<file path="src/rtl/aes_regs_pkg.sv">
// Shared constants and types for the Avalon AES register block.
// Optional AES_TIMEOUT_EN adds a RUN-state watchdog in aes_ctrl_fsm.
package aes_regs_pkg;

  localparam logic [3:0] ADDR_KEY0     = 4'd0;
  localparam logic [3:0] ADDR_MSG_EN0  = 4'd4;
  localparam logic [3:0] ADDR_MSG_DE0  = 4'd8;
  localparam logic [3:0] ADDR_SCRATCH0 = 4'd12;
  localparam logic [3:0] ADDR_SCRATCH1 = 4'd13;
  localparam logic [3:0] ADDR_START    = 4'd14;
  localparam logic [3:0] ADDR_DONE     = 4'd15;

  localparam int unsigned DONE_BIT    = 0;
  localparam int unsigned TIMEOUT_BIT = 1;

  typedef enum logic [1:0] {
    IDLE,
    RUN,
    DONE
  } state_t;

  function automatic logic [31:0] merge_bytes(input logic [31:0] old_word,
                                              input logic [31:0] new_word,
                                              input logic [3:0]  byte_en);
    logic [31:0] result;
    result = old_word;
    for (int b = 0; b < 4; b++) begin
      if (byte_en[b]) result[8*b +: 8] = new_word[8*b +: 8];
    end
    return result;
  endfunction

endpackage

</file>
<file path="src/rtl/aes_ctrl_fsm.sv">
// Launch/complete handshake with the AES core: start pulse, capture enable, DONE flags.
// With AES_TIMEOUT_EN defined, RUN is abandoned after TIMEOUT_CYCLES cycles.
module aes_ctrl_fsm
  import aes_regs_pkg::*;
#(
  parameter int unsigned TIMEOUT_CYCLES = 1024
) (
  input  logic   clk,
  input  logic   rst_n,
  input  logic   launch_req,
  input  logic   clear_req,
  input  logic   aes_done,
  output state_t state,
  output logic   aes_start,
  output logic   capture,
  output logic   done_flag,
  output logic   timeout_flag
);

  // NOTE: capture is combinational so the result lands on the same edge the core strobes done.
  always_comb capture = (state == RUN) && aes_done;

`ifdef AES_TIMEOUT_EN
  localparam int unsigned CNT_W = $clog2(TIMEOUT_CYCLES + 1);
  logic [CNT_W-1:0] timeout_cnt;
  logic             timeout_hit;

  always_ff @(posedge clk) begin
    if (!rst_n || state != RUN) timeout_cnt <= '0;
    else                        timeout_cnt <= timeout_cnt + 1'b1;
  end

  assign timeout_hit = (timeout_cnt == CNT_W'(TIMEOUT_CYCLES - 1));
`else
  logic timeout_hit;
  assign timeout_hit = 1'b0;
`endif

  // NOTE: all state uses non-blocking assignments so every branch sees pre-edge values.
  always_ff @(posedge clk) begin
    if (!rst_n) begin
      state        <= IDLE;
      aes_start    <= 1'b0;
      done_flag    <= 1'b0;
      timeout_flag <= 1'b0;
    end else begin
      aes_start <= 1'b0;
      unique case (state)
        IDLE: if (launch_req) begin
          state     <= RUN;
          aes_start <= 1'b1;
        end
        RUN: if (aes_done) begin
          state     <= DONE;
          done_flag <= 1'b1;
        end else if (timeout_hit) begin
          state        <= DONE;
          done_flag    <= 1'b1;
          timeout_flag <= 1'b1;
        end
        DONE: if (clear_req) begin
          state        <= IDLE;
          done_flag    <= 1'b0;
          timeout_flag <= 1'b0;
        end
        default: state <= IDLE;
      endcase
    end
  end

endmodule

</file>
<file path="src/rtl/avalon_aes_regs.sv">
// Avalon-MM register file fronting the AES decryption core, with hex-display export.
// Define AES_TIMEOUT_EN to enable the RUN-state watchdog (DONE bit1).
module avalon_aes_regs
  import aes_regs_pkg::*;
#(
  parameter int          DATA_W         = 32,
  parameter int unsigned TIMEOUT_CYCLES = 1024
) (
  input  logic              clk_clk,
  input  logic              reset_reset_n,
  input  logic              avl_cs,
  input  logic              avl_read,
  input  logic              avl_write,
  input  logic [3:0]        avl_addr,
  input  logic [3:0]        avl_byte_en,
  input  logic [DATA_W-1:0] avl_writedata,
  output logic [DATA_W-1:0] avl_readdata,
  output logic              aes_start,
  output logic [127:0]      aes_key,
  output logic [127:0]      aes_msg_en,
  input  logic              aes_done,
  input  logic [127:0]      aes_msg_de,
  output logic [31:0]       export_data
);

  logic [DATA_W-1:0] regs [0:13];
  logic              start_bit;
  logic              wr_en, rd_en, start_wr;
  logic              capture, done_flag, timeout_flag;
  state_t            state;
  logic [DATA_W-1:0] rd_word;

  assign wr_en    = avl_cs && avl_write;
  assign rd_en    = avl_cs && avl_read;
  assign start_wr = wr_en && (avl_addr == ADDR_START) && avl_byte_en[0];

  aes_ctrl_fsm #(.TIMEOUT_CYCLES(TIMEOUT_CYCLES)) u_fsm (
    .clk          (clk_clk),
    .rst_n        (reset_reset_n),
    .launch_req   (start_wr && avl_writedata[0]),
    .clear_req    (start_wr && !avl_writedata[0]),
    .aes_done     (aes_done),
    .state        (state),
    .aes_start    (aes_start),
    .capture      (capture),
    .done_flag    (done_flag),
    .timeout_flag (timeout_flag)
  );

  always_comb begin
    rd_word = '0;
    if (avl_addr <= ADDR_SCRATCH1)   rd_word = regs[avl_addr];
    else if (avl_addr == ADDR_START) rd_word[0] = start_bit;
    else begin
      rd_word[DONE_BIT]    = done_flag;
      rd_word[TIMEOUT_BIT] = timeout_flag;
    end
  end

  // NOTE: the register file is reset word by word because software expects all-zero after reset.
  always_ff @(posedge clk_clk) begin
    if (!reset_reset_n) begin
      for (int i = 0; i < 14; i++) regs[i] <= '0;
      start_bit    <= 1'b0;
      avl_readdata <= '0;
    end else begin
      if (wr_en) begin
        // Core inputs are frozen while the core is running.
        if ((avl_addr < ADDR_MSG_DE0 && state != RUN) ||
            avl_addr == ADDR_SCRATCH0 || avl_addr == ADDR_SCRATCH1)
          regs[avl_addr] <= merge_bytes(regs[avl_addr], avl_writedata, avl_byte_en);
        else if (start_wr)
          start_bit <= avl_writedata[0];
      end
      if (capture) begin
        for (int i = 0; i < 4; i++)
          regs[int'(ADDR_MSG_DE0) + i] <= aes_msg_de[127 - 32*i -: 32];
      end
      if (rd_en) avl_readdata <= rd_word;
    end
  end

  assign aes_key     = {regs[0], regs[1], regs[2], regs[3]};
  assign aes_msg_en  = {regs[4], regs[5], regs[6], regs[7]};
  assign export_data = {regs[0][31:16], regs[3][15:0]};

endmodule

</file>
<file path="config.mk">
export PLATFORM = sky130hd
export DESIGN_NAME = avalon_aes_regs
export DESIGN_NICKNAME = d
export VERILOG_FILES = /design/src/rtl/aes_regs_pkg.sv /design/src/rtl/aes_ctrl_fsm.sv /design/src/rtl/avalon_aes_regs.sv
export SDC_FILE = /design/constraint.sdc
export NUM_CORES = 1
export LEC_CHECK = 0
export ABC_AREA = 1
export BUFFER_PORTS_ARGS = -buffer_cell sky130_fd_sc_hd__buf_2
export CORE_MARGIN = 2
export CORE_UTILIZATION = 62
export CTS_BUF_LIST = sky130_fd_sc_hd__clkbuf_8
export CTS_CLUSTER_SIZE = 10
export DETAILED_ROUTE_END_ITERATION = 10
export HOLD_SLACK_MARGIN = 0.08
export PLACE_DENSITY = 0.95
export SETUP_SLACK_MARGIN = 0.05
export SLEW_MARGIN = 40
export SYNTH_ARGS = -nofsm -noshare
export SYNTH_HDL_FRONTEND = slang
export SYNTH_SLANG_ARGS = --single-unit
</file>
<file path="constraint.sdc">
create_clock -name clk_clk -period 4.2 [get_ports clk_clk]
set_input_delay 0.63 -clock clk_clk [delete_from_list [all_inputs] [get_ports clk_clk]]
set_output_delay 0.63 -clock clk_clk [all_outputs]
set_load 0.005 [all_outputs]
</file>
==> results of run 1 <==
[synth_stat cells]
| library cell | n | area (um^2) |
|---|---|---|
| sky130_fd_sc_hd__nor3_1 | 3 | 15.0 |
| sky130_fd_sc_hd__inv_2 | 4 | 15.0 |
| sky130_fd_sc_hd__nand3_1 | 192 | 961 |
| sky130_fd_sc_hd__dfxtp_1 | 37 | 741 |
| sky130_fd_sc_hd__conb_1 | 1 | 3.75 |
| sky130_fd_sc_hd__edfxtp_1 | 512 | 15400 |
| sky130_fd_sc_hd__inv_1 | 173 | 649 |
| sky130_fd_sc_hd__buf_6 | 1 | 11.3 |
| sky130_fd_sc_hd__a21oi_1 | 35 | 175 |
| sky130_fd_sc_hd__o21ai_1 | 1 | 5.00 |
| sky130_fd_sc_hd__nor3_2 | 2 | 20.0 |
| sky130_fd_sc_hd__nand2_1 | 913 | 3430 |
| sky130_fd_sc_hd__clkbuf_1 | 83 | 312 |
| sky130_fd_sc_hd__buf_1 | 9 | 33.8 |
| sky130_fd_sc_hd__clkinv_1 | 2 | 7.51 |
| sky130_fd_sc_hd__nor2_1 | 423 | 1590 |
| sky130_fd_sc_hd__o41ai_1 | 1 | 8.76 |
| sky130_fd_sc_hd__o21a_1 | 1 | 7.51 |
| sky130_fd_sc_hd__o22ai_1 | 1 | 6.26 |
| sky130_fd_sc_hd__or2_2 | 31 | 194 |
| sky130_fd_sc_hd__buf_2 | 81 | 405 |
| sky130_fd_sc_hd__nand4_1 | 63 | 394 |
| sky130_fd_sc_hd__nor4_1 | 1 | 6.26 |
| sky130_fd_sc_hd__nor2_4 | 1 | 11.3 |
| sky130_fd_sc_hd__buf_4 | 37 | 278 |
| sky130_fd_sc_hd__o21ai_0 | 34 | 170 |
[final timing paths]
path,cells past startpoint,startpoint,to
worst max-delay path,12,avl_addr[0],regs[14][27]
worst min register to register,2,avl_readdata[20],avl_readdata[20]
worst max register to register,9,u_fsm.state[0],regs[13][25]
worst min-delay path,3,aes_msg_de[58],regs[10][26]
[stage by stage]
step / util (%) / worst slack [ns] / hold WS, ns / area (um^2)
finish: 73.8 / 1.15 / 0.242 / 29300
global route: 73.8 / 1.14 / 0.234 / 29300
CTS: 73.8 / 1.44 / 0.202 / 29300
detailed placement: 69.8 / 0.812 / 0.457 / 27700
global placement: 69.8 / 0.906 / 0.447 / 27700
floorplan: - / 1.39 / 0.440 / 25100
[area by class of cell]
class / instances / area (um^2) / area share, %
flip-flops and latches: 549 / 16100 / 55.1
multi-input cells: 1766 / 7300 / 25.0
repair buffers: 543 / 2920 / 9.97
well taps: 525 / 657 / 2.24
diodes: 2 / 5.00 / 0.0171
clock inverters: 63 / 344 / 1.18
inverters: 179 / 682 / 2.33
clock buffers: 90 / 1240 / 4.23
[critical path: cells and delay by family]
family                 cells  cell delay, ns
buffers and inverters      4            1.29
AND/OR/NAND/NOR            8            1.29
[kinds of logic (layout without fill, tap and decap cells)]
logic type	after synthesis	in the layout	share of synthesized area, %
DFF	549	549	64.9
buffers and inverters	390	875	6.90
AOI/OAI and AO/OA	73	73	1.50
other	1	66	0.0151
and+or+nand+nor	1629	1629	26.7
[power by group]
part / total (mW) / internal (mW) / switching [mW]
combinational: 1.17 / 0.331 / 0.838
clock: 4.25 / 2.17 / 2.08
sequential: 6.35 / 6.23 / 0.122
[sequential cells by signal, summed over array words and instances (netlist names)]
register         flops
u_fsm.done_flag      1
regs               512
avl_readdata        32
u_fsm.state          2
start_bit            1
u_fsm.aes_start      1
[metal layers]
metal | wire length, um | part of all wire (%) | up-vias
li1 | - | - | 9447
met1 | 27200 | 33 | 9955
met2 | 36400 | 45 | 2088
met3 | 12600 | 15 | 411
met4 | 4980 | 6.1 | 6
met5 | 44 | 0.054 | -
==> results.md, run 1 <==
- The number of buffers added for setup after CTS is 0.
- The total power consumption of the routed design is 11.8 mW.
- For this run, the post-layout net count is 3299.
- For this run, the top clock speed supported by timing is 328 MHz.
- Compared with the post-synthesis result, the final layout area differs by 17.9%.
- The worst endpoint data arrival time is 3.38 ns.
- Including well taps, the total number of placed cells is 3562.
- The maximum number of pins on one net before global-route repair is 127.
- At the worst endpoint, the required time is 4.54 ns.
- The worst setup path category is primary input to flip-flop.
- In this run the tightest slew margin relative to its limit is 43.3%.
- The buffer levels on the longest clock path is 3.
- The accumulated negative setup slack is 0 ns.
- The register-to-register setup slack is 1.51 ns.
- In the finished design, the share of the clock period the worst path needs comes to 72.5%.
- The first-pass GRT wire length is 121000 um.
- The final estimated routing congestion in global placement is 0.948.
- The cell that appears most often on the critical path is sky130_fd_sc_hd__nand2_1.
- TritonCTS created 86 clock buffers.
- After synthesis the cells add up to 24800 um^2.
- Setup repair after global routing left no endpoint under its margin.
- The initial utilization of the core area, before any placement, comes to 62.6%.
- Across the VDD grid, the largest voltage drop is 0.260 mV.
- The worst setup path is launched from a primary input.
- Summed over all nets, the half-perimeter wirelength after detailed placement is 53800 um.
- The TritonCTS clock tree is yes.
- The routed layout has 21907 vias.
- The synthesized design contains 549 register bits.
- The initial antenna violation count is 5.
- The first routing iteration left 3104 violations.
- After clock tree synthesis, the clock-pin slew on the worst setup and hold paths is 0.06 ns.
- The count of fill cells added during filler insertion is 2679.
- The via-per-instance ratio is 5.89.
- The overall die width is 204 um.
- At the later pin of the worst-skew pair, clock insertion delay measures 0.65 ns.
- Row generation in the floorplan step produced 73 rows.
- Between clock sinks in the finished design, the worst skew comes to 0.0410 ns.
- For this run, the number of Yosys warnings is 0.
- The critical path goes through buf_4 > buf_4 > nor2_4 > buf_12 > nand2_1 > nand3_1 > nand2_1 > nand2_1 > nor2_1 > nand2_1 > nand2_1 > inv_1.
- The kind of end point of the critical path is a flip-flop.
- In the routed design, unresolved DRC markers number 0.
- The overall overflow remaining after global route is 0.
- The post-route netlist has 22.1% of its cells at a drive strength greater than 1.
- In this run the tool buffered the top-level ports with 494 buffer cells.
- The number of hold buffers added after CTS was 0.
- The number of clock sinks seen by CTS is 549.
- The CTS H-tree depth is 3.
- For this design the ratio of total power to cell area is 402 nW/um^2.
- The detailed-routing iteration count for the pre-antenna-repair pass is 8.
- In the global route stage, met1 resource usage came out at 50.3%.
- The biggest cell delay along the critical path is 0.50 ns.
- The peak fanout along the critical path is 126.
- Dividing the detail-routed wire length by the instance count gives 21.8 um.
- The number of global-route vias before repair came to 21390.
- The floorplan step defined a die boundary enclosing 41600 um^2.
- The run finished with clean final reports.
- In the layout the commonest cells are sky130_fd_sc_hd__nand2_1 (906), sky130_fd_sc_hd__edfxtp_1 (512), sky130_fd_sc_hd__buf_2 (493).
- Leaving out fill and tap cells, the most frequent cell in the layout is sky130_fd_sc_hd__nand2_1.
- The all-layer global routing usage is 38.7%.
- The final count of pins violating max slew came to 0.
- For this run, global-route usage on met3 was measured as 10.3%.
- The slowest cell on the critical path is sky130_fd_sc_hd__nand2_1.
- The post-synthesis instance total is 2642.
- Post-CTS repair changed the size of 0 cells.
- The global routing's busiest layer is met2.
- The area inside the core boundary is 39600 um^2.
- The global-route met2 utilization is 59.4%.
- Sequential elements use 64.9% of the synthesized area.
- The slew at the pin with the worst max-slew slack is 0.848 ns.
- The detail route stage leaves a number of antenna-violating nets equal to 0.
- The final count of hold timing violations is 0.
- The worst hold path belongs to the class primary input to flip-flop.
- The average cell area after synthesis is 9.39 um^2.
- The final cell count without fillers is 3717.
- Setup violations remaining at the end of the flow were counted as 0.
- The routed wire length is 81200 um.
- The chip height is 204 um.
- The root buffer cell chosen for the clock tree is sky130_fd_sc_hd__clkbuf_8.
- The static leakage power is 13.7 nW.
- 495 I/O pins were placed.
- The minimum clock period after layout is 3.05 ns.
- Max-cap violations in this run came to 0.
- After synthesis, the netlist uses 26 different library cells.
Power figures use the tool's default switching activity.
==> run 2, diff against run 1 <==
Settings changed: CORE_UTILIZATION 62 to 52, PLACE_DENSITY 0.95 to 0.9.
Clock period 4.2 ns to 2.7 ns, I/O delays scaled along.
==> results.md, run 2 (synthesis gave the netlist of run 1 again) <==
- The biggest cell delay along the critical path came to 0.44 ns (was 0.50 ns).
- The relative max-transition margin is 50.9% (was 43.3%).
- The routed wirelength normalized by instance count is 23.1 um (was 21.8 um).
- The detailed-route via count was 22965 (was 21907).
- The static leakage power was 14.4 nW (was 13.7 nW).
- The all-layer global routing usage is 37.0% (was 38.7%).
- The worst endpoint data arrival time came to 2.65 ns (was 3.38 ns).
- The worst path required time is 3.09 ns (was 4.54 ns).
- The CTS H-tree depth is 3 (unchanged).
- The slew at the pin with the worst max-slew slack was 0.736 ns (was 0.848 ns).
- The accumulated negative setup slack is 0 ns (unchanged).
- The achievable frequency is 443 MHz.
- Largest regs: regs (512), avl_readdata (32), u_fsm.state (2) (unchanged).
- The number of max-capacitance violations reported is 0 (unchanged).
- The total power consumption of the routed design is 18.9 mW (was 11.8 mW).
- The violation count after the first detailed-routing iteration is 3294 (was 3104).
- The wire length on met3 is 11900 um (was 12600 um).
- The register containing the most flip-flops in the final layout is regs (unchanged).
- The clock skew was 0.0269 ns (was 0.0410 ns).
- The worst setup path category was flip-flop to flip-flop (was primary input to flip-flop).
- The flip-flop count of the largest register, all copies and words added is 512 (unchanged).
- The slowest cell on the critical path is sky130_fd_sc_hd__buf_4 (was sky130_fd_sc_hd__nand2_1).
- The final cell count without fillers is 3973 (was 3717).
- The residual DRC count is 0 (unchanged).
- The cell area reported after detailed placement is 28200 um^2 (was 27700 um^2).
- The highest metal layer used by the detailed router is met5 (unchanged).
- The area inside the core boundary is 47400 um^2 (was 39600 um^2).
- The maximum VDD drop was 0.641 mV (was 0.260 mV).
- The number of core rows is 80 (was 73).
- The post-route worst hold slack was 0.121 ns (was 0.242 ns).
- The worst-skew pair later-pin latency is 0.69 ns (was 0.65 ns).
- The overall die width is 222 um (was 204 um).
- The HPWL reported at the end of detailed placement is 54600 um (was 53800 um).
- The number of buffers added for setup after CTS is 0 (unchanged).
- The routed wire length is 91800 um (was 81200 um).
- The number of clock sinks seen by CTS was 549 (unchanged).
- The detailed-routing iteration count for the pre-antenna-repair pass is 6 (was 8).
- Series of cell instances along the critical path: inv_1 > nor2_1 > o22ai_1 > nand4_1 > inv_1 > nand3_2 > buf_4 > nor2_1 (was buf_4 > buf_4 > nor2_4 > buf_12 > nand2_1 > nand3_1 > nand2_1 > nand2_1 > nor2_1 > nand2_1 > nand2_1 > inv_1).
- The worst path setup slack after routing came to 0.440 ns (was 1.15 ns).
- The number of global-route vias before repair came to 22919 (was 21390).
- The peak fanout along the critical path was 32 (was 126).
- The chip height is 222 um (was 204 um).
- The initial cell density of the core is 52.3% (was 62.6%).
- The met2 wirelength from detailed routing is 43600 um (was 36400 um).
- The initial antenna violation count was 13 (was 5).
- The number of gates given a new drive strength after cts is 0 (unchanged).
- The type of origin of the critical path was a flip-flop (was primary input).
- Most frequent cells in the layout: sky130_fd_sc_hd__nand2_1 (905), sky130_fd_sc_hd__edfxtp_1 (512), sky130_fd_sc_hd__buf_2 (493) (was sky130_fd_sc_hd__nand2_1 (906), sky130_fd_sc_hd__edfxtp_1 (512), sky130_fd_sc_hd__buf_2 (493)).
- The count of input and output buffers was 494 (unchanged).
- The minimum clock period after layout is 2.26 ns.
- The area growth from synthesis to layout was 25.4% (was 17.9%).
- The first-pass GRT wire length is 135000 um (was 121000 um).
- The final count of hold timing violations is 0 (unchanged).
- The clock slew at the register clock pins of the worst setup and hold paths is 0.06 ns (about the same).
- The sum of routed wire segments on met1 is 28800 um (was 27200 um).
- The TritonCTS clock tree is yes (unchanged).
- The total clock buffers created by CTS came to 90 (was 86).
- The maximum number of pins on one net before global-route repair is 91 (was 127).
- RSZ-0062 raised after global routing: no (unchanged).
- The remaining antenna violation count came to 0 (unchanged).
- The power density normalized to cell area is 607 nW/um^2 (was 402 nW/um^2).
- The most frequent standard cell in the layout excluding fill and tap cells is sky130_fd_sc_hd__nand2_1 (unchanged).
- The worst slack after detailed placement was 0.0909 ns (was 0.812 ns).
- The fraction of final layout cells sized beyond drive strength 1 came to 22.1% (about the same).
- The overall overflow remaining after global route came to 0 (unchanged).
- The final estimated routing congestion in global placement came to 0.916 (was 0.948).
- The final count of pins violating max slew was 0 (unchanged).
- The number of top-level pins came to 495 (unchanged).
- The area enclosed by the die boundary is 49500 um^2 (was 41600 um^2).
- The kind of end point of the critical path is a flip-flop (unchanged).
- The net count of the finished layout was 3452 (was 3299).
- The final design utilization was 65.6% (was 73.8%).
- The clock root buffer is sky130_fd_sc_hd__clkbuf_8 (unchanged).
- The via-per-instance ratio is 5.78 (was 5.89).
- The buffer levels on the longest clock path was 3 (unchanged).
- Status: completed (unchanged).
- The class of the most critical hold timing path was primary input to flip-flop (unchanged).
- The post-placement cell count is 3672 (was 3562).
- The final clock period utilization by the worst path is 83.7%.
- The final standard cell area without fillers came to 31100 um^2 (was 29300 um^2).
- The number of endpoints failing setup at the final stage is 0 (unchanged).
[run 2: changes by cell type in the layout (fill, tap and decap cells not counted), sizes merged]
cell / before / now
dlygate4sd3: 0 / 129
clkbuf: 90 / 91
bufinv: 3 / 2
buf: 543 / 563
inv: 211 / 204
clkinv: 25 / 43
diode: 2 / 9
clkinvlp: 3 / 2
[run 2: critical path, delay by kind of cell, from the launching register on]
kind / cells / cell delay, ns
and+or+nand+nor: 4 / 0.72
buffers and inverters: 3 / 0.69
DFF: 1 / 0.40
AOI/OAI and AO/OA: 1 / 0.13
[run 2: timing repair]
item,in CTS,in global routing
hold endpoints to repair,131,0
hold buffers,129,0
setup endpoints to repair,0,0
[run 2: final timing paths]
| check | startpoint | to | slack [ns] | cells after the start |
|---|---|---|---|---|
| setup / recovery | u_fsm.state[0] | regs[3][16] | 0.44 | 8 |
| hold / removal | aes_msg_de[112] | regs[8][16] | 0.12 | 3 |
| setup reg to reg | u_fsm.state[0] | regs[3][16] | 0.44 | 8 |
| hold reg to reg | avl_readdata[7] | avl_readdata[7] | 0.46 | 2 |
[run 2: where the power goes]
part	switching (mW)	internal, mW
sequential	0.189	9.69
combinational	1.42	0.714
clock	3.52	3.36
[run 2: layout make-up]
type,instances,area [um^2]
diodes,9,22.5
flip-flops and latches,549,16100
multi-input cells,1766,7290
clock buffers,91,1250
clock inverters,72,379
well taps,615,769
repair buffers,692,4620
fillers,3478,16300
inverters,179,682
[run 2: metal layers]
layer	up-vias	global-route usage [%]
met3	516	10.1
met4	10	28.3
met2	2140	59.4
li1	9764	-
met5	-	0
met1	10535	42.4
